[src/rtl/auth_request_queue.sv]
// auth_request_queue: two independent DEPTH x 8 circular request FIFOs, one for the PD port and
// one for the DEBUG port. Heads are presented on registered pending outputs. An erase rising edge
// pops one entry, and a push into a full queue sets a sticky overflow flag.
// Optional feature: define AUTH_REQ_DROP_INVALID_EN to refuse codes whose init_resp field
// (bits [5:4]) is 2'b00 or 2'b11. A refused code pulses Error_invalid_request.
module auth_request_queue #(
  parameter int unsigned DEPTH = 4
) (
  input  logic                    clk,
  input  logic                    reset,
  input  logic [7:0]              PD_req_in,
  input  logic                    PD_req_valid,
  input  logic [7:0]              DEBUG_req_in,
  input  logic                    DEBUG_req_valid,
  output logic                    PD_req_ready,
  output logic                    DEBUG_req_ready,
  output logic [7:0]              pending_auth_request_PD,
  output logic [7:0]              pending_auth_request_DEBUG,
  input  logic                    pending_auth_request_PD_erase,
  input  logic                    pending_auth_request_DEBUG_erase,
  output logic [$clog2(DEPTH):0]  PD_count,
  output logic [$clog2(DEPTH):0]  DEBUG_count,
  output logic                    PD_overflow,
  output logic                    DEBUG_overflow,
  output logic                    Error_invalid_request
);

  localparam int unsigned PtrW = $clog2(DEPTH);
  localparam int unsigned CntW = PtrW + 1;
  localparam int unsigned NumQ = 2;
  localparam logic [CntW-1:0] CntFull = CntW'(DEPTH);

  // Index 0 is the PD queue, index 1 is the DEBUG queue.
  logic [7:0]      req_in       [NumQ];
  logic            req_valid    [NumQ];
  logic            erase        [NumQ];
  logic            ready        [NumQ];
  logic            code_ok      [NumQ];
  logic            push         [NumQ];
  logic            pop          [NumQ];
  logic [7:0]      head         [NumQ];

  logic [7:0]      mem_q        [NumQ][DEPTH];
  logic [PtrW-1:0] rd_ptr_q     [NumQ];
  logic [PtrW-1:0] rd_ptr_d     [NumQ];
  logic [PtrW-1:0] wr_ptr_q     [NumQ];
  logic [PtrW-1:0] wr_ptr_d     [NumQ];
  logic [CntW-1:0] count_q      [NumQ];
  logic [CntW-1:0] count_d      [NumQ];
  logic [7:0]      pending_q    [NumQ];
  logic [7:0]      pending_d    [NumQ];
  logic            ovf_q        [NumQ];
  logic            ovf_d        [NumQ];
  logic            erase_prev_q [NumQ];

  assign req_in[0]    = PD_req_in;
  assign req_in[1]    = DEBUG_req_in;
  assign req_valid[0] = PD_req_valid;
  assign req_valid[1] = DEBUG_req_valid;
  assign erase[0]     = pending_auth_request_PD_erase;
  assign erase[1]     = pending_auth_request_DEBUG_erase;

  // Ready comes from the registered count only, so a same-cycle pop never frees a full queue.
  always_comb begin
    for (int q = 0; q < NumQ; q++) begin
      ready[q] = (count_q[q] < CntFull);
    end
  end

`ifdef AUTH_REQ_DROP_INVALID_EN
  logic err_q;
  logic err_d;

  // Accept only init_resp 01/10; a full queue reports overflow instead of an invalid code.
  always_comb begin
    err_d = 1'b0;
    for (int q = 0; q < NumQ; q++) begin
      code_ok[q] = (req_in[q][5:4] == 2'b01) || (req_in[q][5:4] == 2'b10);
      err_d      = err_d | (req_valid[q] & ready[q] & ~code_ok[q]);
    end
  end

  // One-cycle error pulse register.
  always_ff @(posedge clk) begin
    if (!reset) begin
      err_q <= 1'b0;
    end else begin
      err_q <= err_d;
    end
  end

  assign Error_invalid_request = err_q;
`else
  // Every code is stored.
  always_comb begin
    for (int q = 0; q < NumQ; q++) begin
      code_ok[q] = 1'b1;
    end
  end

  assign Error_invalid_request = 1'b0;
`endif

  // Next-state for pointers, counts, overflow and the registered head of each queue.
  always_comb begin
    for (int q = 0; q < NumQ; q++) begin
      push[q]     = req_valid[q] & ready[q] & code_ok[q];
      pop[q]      = erase[q] & ~erase_prev_q[q] & (count_q[q] != '0);
      wr_ptr_d[q] = push[q] ? wr_ptr_q[q] + 1'b1 : wr_ptr_q[q];
      rd_ptr_d[q] = pop[q] ? rd_ptr_q[q] + 1'b1 : rd_ptr_q[q];
      case ({push[q], pop[q]})
        2'b10:   count_d[q] = count_q[q] + 1'b1;
        2'b01:   count_d[q] = count_q[q] - 1'b1;
        default: count_d[q] = count_q[q];
      endcase
      // The new head may be the entry being written this cycle, which is not in mem_q yet.
      head[q]      = (push[q] && (rd_ptr_d[q] == wr_ptr_q[q])) ? req_in[q]
                                                              : mem_q[q][rd_ptr_d[q]];
      pending_d[q] = (count_d[q] == '0) ? 8'h00 : head[q];
      ovf_d[q]     = ovf_q[q] | (req_valid[q] & ~ready[q]);
    end
  end

  // Control state registers; erase_prev resets high so an erase held through reset cannot pop.
  always_ff @(posedge clk) begin
    if (!reset) begin
      for (int q = 0; q < NumQ; q++) begin
        rd_ptr_q[q]     <= '0;
        wr_ptr_q[q]     <= '0;
        count_q[q]      <= '0;
        pending_q[q]    <= 8'h00;
        ovf_q[q]        <= 1'b0;
        erase_prev_q[q] <= 1'b1;
      end
    end else begin
      for (int q = 0; q < NumQ; q++) begin
        rd_ptr_q[q]     <= rd_ptr_d[q];
        wr_ptr_q[q]     <= wr_ptr_d[q];
        count_q[q]      <= count_d[q];
        pending_q[q]    <= pending_d[q];
        ovf_q[q]        <= ovf_d[q];
        erase_prev_q[q] <= erase[q];
      end
    end
  end

  // Storage array; contents are don't-care once the pointers are cleared.
  always_ff @(posedge clk) begin
    for (int q = 0; q < NumQ; q++) begin
      if (push[q]) begin
        mem_q[q][wr_ptr_q[q]] <= req_in[q];
      end
    end
  end

  assign PD_req_ready               = ready[0];
  assign DEBUG_req_ready            = ready[1];
  assign pending_auth_request_PD    = pending_q[0];
  assign pending_auth_request_DEBUG = pending_q[1];
  assign PD_count                   = count_q[0];
  assign DEBUG_count                = count_q[1];
  assign PD_overflow                = ovf_q[0];
  assign DEBUG_overflow             = ovf_q[1];

endmodule

[config.mk]
export PLATFORM = sky130hd
export DESIGN_NAME = auth_request_queue
export DESIGN_NICKNAME = d
export VERILOG_FILES = /design/src/rtl/auth_request_queue.sv
export SDC_FILE = /design/constraint.sdc
export NUM_CORES = 1
export LEC_CHECK = 0
export ABC_AREA = 1
export CELL_PAD_IN_SITES_DETAIL_PLACEMENT = 0
export CELL_PAD_IN_SITES_GLOBAL_PLACEMENT = 2
export CORE_MARGIN = 4
export CORE_UTILIZATION = 36
export DETAILED_ROUTE_END_ITERATION = 8
export PLACE_DENSITY = 0.78
export SYNTH_ARGS = -nofsm -noshare
export SYNTH_HDL_FRONTEND = slang
export SYNTH_SLANG_ARGS = --single-unit
export TNS_END_PERCENT = 50
[constraint.sdc]
create_clock -name clk -period 2.62 [get_ports clk]
set_input_delay 0.524 -clock clk [delete_from_list [all_inputs] [get_ports clk]]
set_output_delay 0.524 -clock clk [all_outputs]
set_load 0.02 [all_outputs]
# == Word level (Yosys, flattened, before mapping) ==
# Memory sizes are Yosys's and may differ from the RTL's.
# Cells that the tools add are included.
# word_totals
in_bits,22
ff_bits,0
memories,7
elab_cells,105
out_inout_bits,27
ramBits,98
# memory_table
memory,depth,width,rd,rd_ports_with_merged_regs,wr,line,text
mem_q,2,32,2,0,2,43,logic [7:0] mem_q [NumQ][DEPTH];
pending_q,2,8,2,0,2,50,logic [7:0] pending_q [NumQ];
count_q,2,3,2,0,2,48,logic [CntW-1:0] count_q [NumQ];
rd_ptr_q,2,2,2,0,2,44,logic [PtrW-1:0] rd_ptr_q [NumQ];
wr_ptr_q,2,2,2,0,2,46,logic [PtrW-1:0] wr_ptr_q [NumQ];
erase_prev_q,2,1,2,0,2,54,logic erase_prev_q [NumQ];
1 more memories,n/a,n/a,n/a,n/a,n/a,n/a,
# op_classes
add_sub_neg,8
order_cmp,8
n_mux,38
n_reduce_logical,8
n_bitwise,30
eq_ne,6
# ops
op,count
two-way mux 8 bit,12
two-way mux 32 bit,2
binary-select mux 8 bit (select 2 bit),2
demux 8 bit (select 2 bit),2
two-way mux 2 bit,8
OR 1 bit,14
greater-or-equal comparator 3 bit (second input constant),4
NOT 2 -> 3 bit,4
case mux 3 bit (2 select lines),2
adder 2 x 1 -> 2 bit (second input constant),4
bitwise AND 1 bit,8
two-way mux 1 bit,8
adder 3 x 1 -> 3 bit (second input constant),2
logical NOT 3 bit,2
< comparator 3 x 1 -> 1 bit (second input constant),2
< comparator 3 bit (second input constant),2
two-way mux 3 bit,2
nonzero test 3 bit,2
subtractor 3 x 1 -> 3 bit (second input constant),2
equality test 2 x 1 -> 1 bit (second input constant),2
equality test 2 bit,2
equality test 2 bit (second input constant),2
logical AND 1 bit,4
NOT 1 bit,4

# == Logic depth before layout (Yosys ltp) ==
# An unclocked memory read counts as a cell.
# depth
ltp_word,12
ltp_mapped,14
ltp_nobuf,14

# == Least setup slack after synthesis ==
# OpenSTA, ideal clock, no wires.
# synth_timing
path_kind,flip-flop to flip-flop
startpoint,memory count_q[0][5] in the netlist's numbering
endpoint,memory pending_q[1][3] (netlist: pending_q[0][11])
setup_ns,0.070
setup_slack_ns,0.131
path_buffers,1
period_less_slack_ns,2.489
arrival_ns,2.419
stages_incl_launch_ff,14
required_ns,2.550
cell_sequence,dfxtp_1 -> inv_2 -> nand2_1 -> clkbuf_1 -> ha_1 -> inv_2 -> fa_1 -> a21oi_1 -> o21ai_1 -> xor2_1 -> nor2_1 -> nor2_1 -> inv_1 -> a21oi_1
# synth_rtl
item,line
"start, declared",48
"end, declared",50

==> results by group <==
Status
  • Status: completed

Worst setup path
  • Largest fanout on the critical path: 3
  • R2R Path End: pending_q[0][11]
  • Reg2Reg Depth: 14
  • CP required: 2.86 ns
  • Reg2Reg Setup Slack: 0.41 ns
  • Critical Path Sink Type: flip-flop
  • Setup CP Type: primary input to flip-flop
  • Arr. time, crit path: 2.69 ns
  • Setup crit start kind: primary input
  • Slowest cell on the critical path: clkdlybuf4s50_1
  • Crit-path cells: clkdlybuf4s50_1, inv_2, nor2_8, nand2_4, inv_1, ha_1, inv_2, fa_2, a21oi_2, o21ai_1, xor2_1, nor2_1, nor2_1, inv_1, a21oi_1
  • CP max stage delay: 0.47 ns
  • Critical R2R Launch: count_q[0][3]

Timing
  • Min Tclk post-route: 2.45 ns
  • Final setup vio count: 0
  • Final Hold Fails: 0
  • Layout Skew: 0.00388 ns
  • Tcrit/Tclk final: 93.6%
  • Max Slew Vio Count: 0
  • Fmax: 408 MHz

CTS
  • CTS sink count: 98
  • H-tree levels: 3
  • Worst-skew pair later-pin latency: 0.33 ns
  • Clock Pin Slew Worst Setup and Hold Paths: 0.07 ns
  • CTS Buf Count: 9
  • Longest Clk Path Bufs: 2
  • CTS root buffer: clkbuf_16
  • Hold Buf Count CTS: 0
  • CTS tree: yes

Detailed routing
  • Vias post-DR: 3,151
  • Antenna Violating Nets Remaining: 0
  • Routed wire per std cell: 13.1 microns
  • 1st-iter DRT viols: 109
  • Remaining DRCs: 0
  • First-pass DRT Iterations: 4
  • WL final: 9260 microns
  • Via density per instance: 4.46

Logic synthesis
  • Syn Inst Count: 459
  • Synth warn: 0
  • Mapped Area: 4460 sq um
  • Sequential share of the synthesized area: 58.4%
  • Yosys cell types: 29
  • Synth Register Bits: 98
  • Synth async-reset ratio: 0%
  • Synth Flop Type: edfxtp_1
  • Syn_area_per_cell: 9.71 sq um
  • Mapped Nets: 493
  • EDFF count, synth: 64

Placed design
  • Routability cong.: 0.782
  • Placed insts: 688
  • IO buf count: 47
  • DP Area: 5260 sq um
  • HPWL Detailed: 6660 microns

Floorplan
  • Effective utilization at floorplan: 37.0%
  • Die W: 119 microns
  • Std cell rows: 40
  • Die Y: 119 microns
  • Core area: 12,100 sq um
  • Io pins: 49
  • Die area: 14,200 sq um

GRT
  • Largest net degree at the start of global routing: 17
  • Vias in the first global route: 3,168
  • GRT Total Usage: 13.6%
  • Global-route wire length before repair: 15,300 microns
  • Initial antenna violation count: 0
  • GRT overflow: 0

Worst hold path
  • Hold_sp: ovf_q[0][1]
  • Hold path depth: 2
  • Worst Hold Class: flip-flop to flip-flop
  • WHS Endpoint: ovf_q[0][1]

Cells and area
  • Non-Filler Instances: 706
  • # diodes: 0
  • Synthesis-to-layout area growth: 25.4%
  • Layout cells sized above 1: 15.1%
  • Post-route cell area: 5590 sq um
  • Final net count: 567

Power
  • Leakage power: 0.00238 uW
  • Worst vdd ir: 0.338 mV
  • Tot Pwr: 3930 uW
  • PwrDens: 704 nW/um^2

Job
  • Max-cap violations: 0
[cells in the final DEF (no fill, tap or decap), drive strengths merged]
cell	count
clkdlybuf4s50	47
fa	2
a21oi	20
nor2	48
nand3b	16
clkinvlp	2
ha	10
o21ai	6
dfxtp	34
nand3	30
nand2	114
xor2	2
o211ai	16
clkinv	1
bufinv	1
edfxtp	64
buf	31
clkbuf	11
conb	1
xnor2	2
inv	80
[worst max-delay path by stage]
| stage | from | cells past startpoint | endpoint | slack [ns] |
|---|---|---|---|---|
| after detailed placement | pending_auth_request_PD_erase | 15 | pending_q[0][0] | -0.36 |
| final | pending_auth_request_DEBUG_erase | 15 | pending_q[0][11] | 0.17 |
| after global routing | pending_auth_request_DEBUG_erase | 16 | pending_q[0][9] | -0.008 |
| after global placement | pending_auth_request_PD_erase | 15 | pending_q[0][5] | -0.29 |
| after CTS | pending_auth_request_PD_erase | 15 | pending_q[0][0] | 0.09 |
| after floorplan | count_q[0][5] | 13 | pending_q[0][11] | 0.13 |
[layout make-up]
cell class                 instances  area, sq um
clock inverter                     5         62.6
inverter                          79          297
multi-input combinational        267         1470
sequential                        98         2600
timing repair buffer              78          716
tap                              168          210
clock buffer                      11          233
fill                            1154         6470
[state kept, by name, summed over array words and instances (netlist names)]
| name | count |
|---|---|
| mem_q | 64 |
| count_q | 6 |
| rd_ptr_q | 4 |
| erase_prev_q | 2 |
| wr_ptr_q | 4 |
| pending_q | 16 |
| ovf_q | 2 |
[synth_stat cells, types with 2 or more instances]
master | instances | area [sq um]
nand2_4 | 4 | 45.0
inv_2 | 8 | 30.0
nand2_2 | 7 | 43.8
o211ai_2 | 2 | 25.0
nand3_1 | 26 | 130
nor2_1 | 43 | 161
buf_6 | 5 | 56.3
a21oi_1 | 20 | 100
nand2_1 | 103 | 387
fa_1 | 2 | 40.0
clkbuf_1 | 3 | 11.3
edfxtp_1 | 64 | 1920
ha_1 | 10 | 125
dfxtp_1 | 34 | 681
inv_1 | 71 | 267
nor2_2 | 3 | 18.8
xnor2_1 | 2 | 17.5
o21ai_0 | 5 | 25.0
nand3_2 | 3 | 30.0
o211ai_1 | 14 | 105
nand3b_1 | 16 | 120
buf_2 | 4 | 20.0
buf_4 | 3 | 22.5
xor2_1 | 2 | 17.5
[stage by stage]
step	hold slack [ns]	setup slack, ns	setup TNS (ns)	utilization (%)
floorplan	0.553	0.131	0	-
global placement	0.452	-0.294	-3.27	43.6
detailed placement	0.460	-0.355	-3.87	43.6
CTS	0.479	0.0949	0	46.1
global route	0.518	-0.00803	-0.00803	46.3
finish	0.483	0.169	0	46.3
[timing repair]
action	in CTS	in global routing
setup endpoints to repair	1	16
gates resized for setup	1	7
setup buffers	0	2
pin swaps	0	5
[routing by layer]
| layer | wire [microns] | track usage (%) | share of wire, % |
|---|---|---|---|
| met1 | 4010 | 15.8 | 43 |
| met2 | 4860 | 24.9 | 52 |
| met3 | 311 | 2.80 | 3.4 |
| met4 | 77 | 4.27 | 0.83 |
| met5 | 0 | 0 | 0 |
[where the power goes]
| part | total, uW | leakage [uW] | internal, uW | switching [uW] |
|---|---|---|---|---|
| sequential | 1820 | 0.000867 | 1770 | 53.8 |
| clock | 1290 | 0.000136 | 746 | 547 |
| combinational | 819 | 0.00138 | 340 | 479 |
[critical path: cells and delay by family]
kind            cells  cell delay [ns]
compound gates      3             0.41
simple gates        4             0.36
buf+inv             5             0.72
fa+ha+maj           2             0.48
xor+xnor            1             0.20
[kinds of logic after synthesis]
family                     after synthesis  share of synthesized area [%]
DFF                                     98                           58.4
other                                    1                         0.0841
xor gates and xnor gates                 4                          0.786
buffers and inverters                   94                           9.12
and+or+nand+nor                        208                           22.1
adders and majority gates               12                           3.70
AOI/OAI and AO/OA                       42                           5.84
Note: power is estimated with default switching activity, not from simulation.
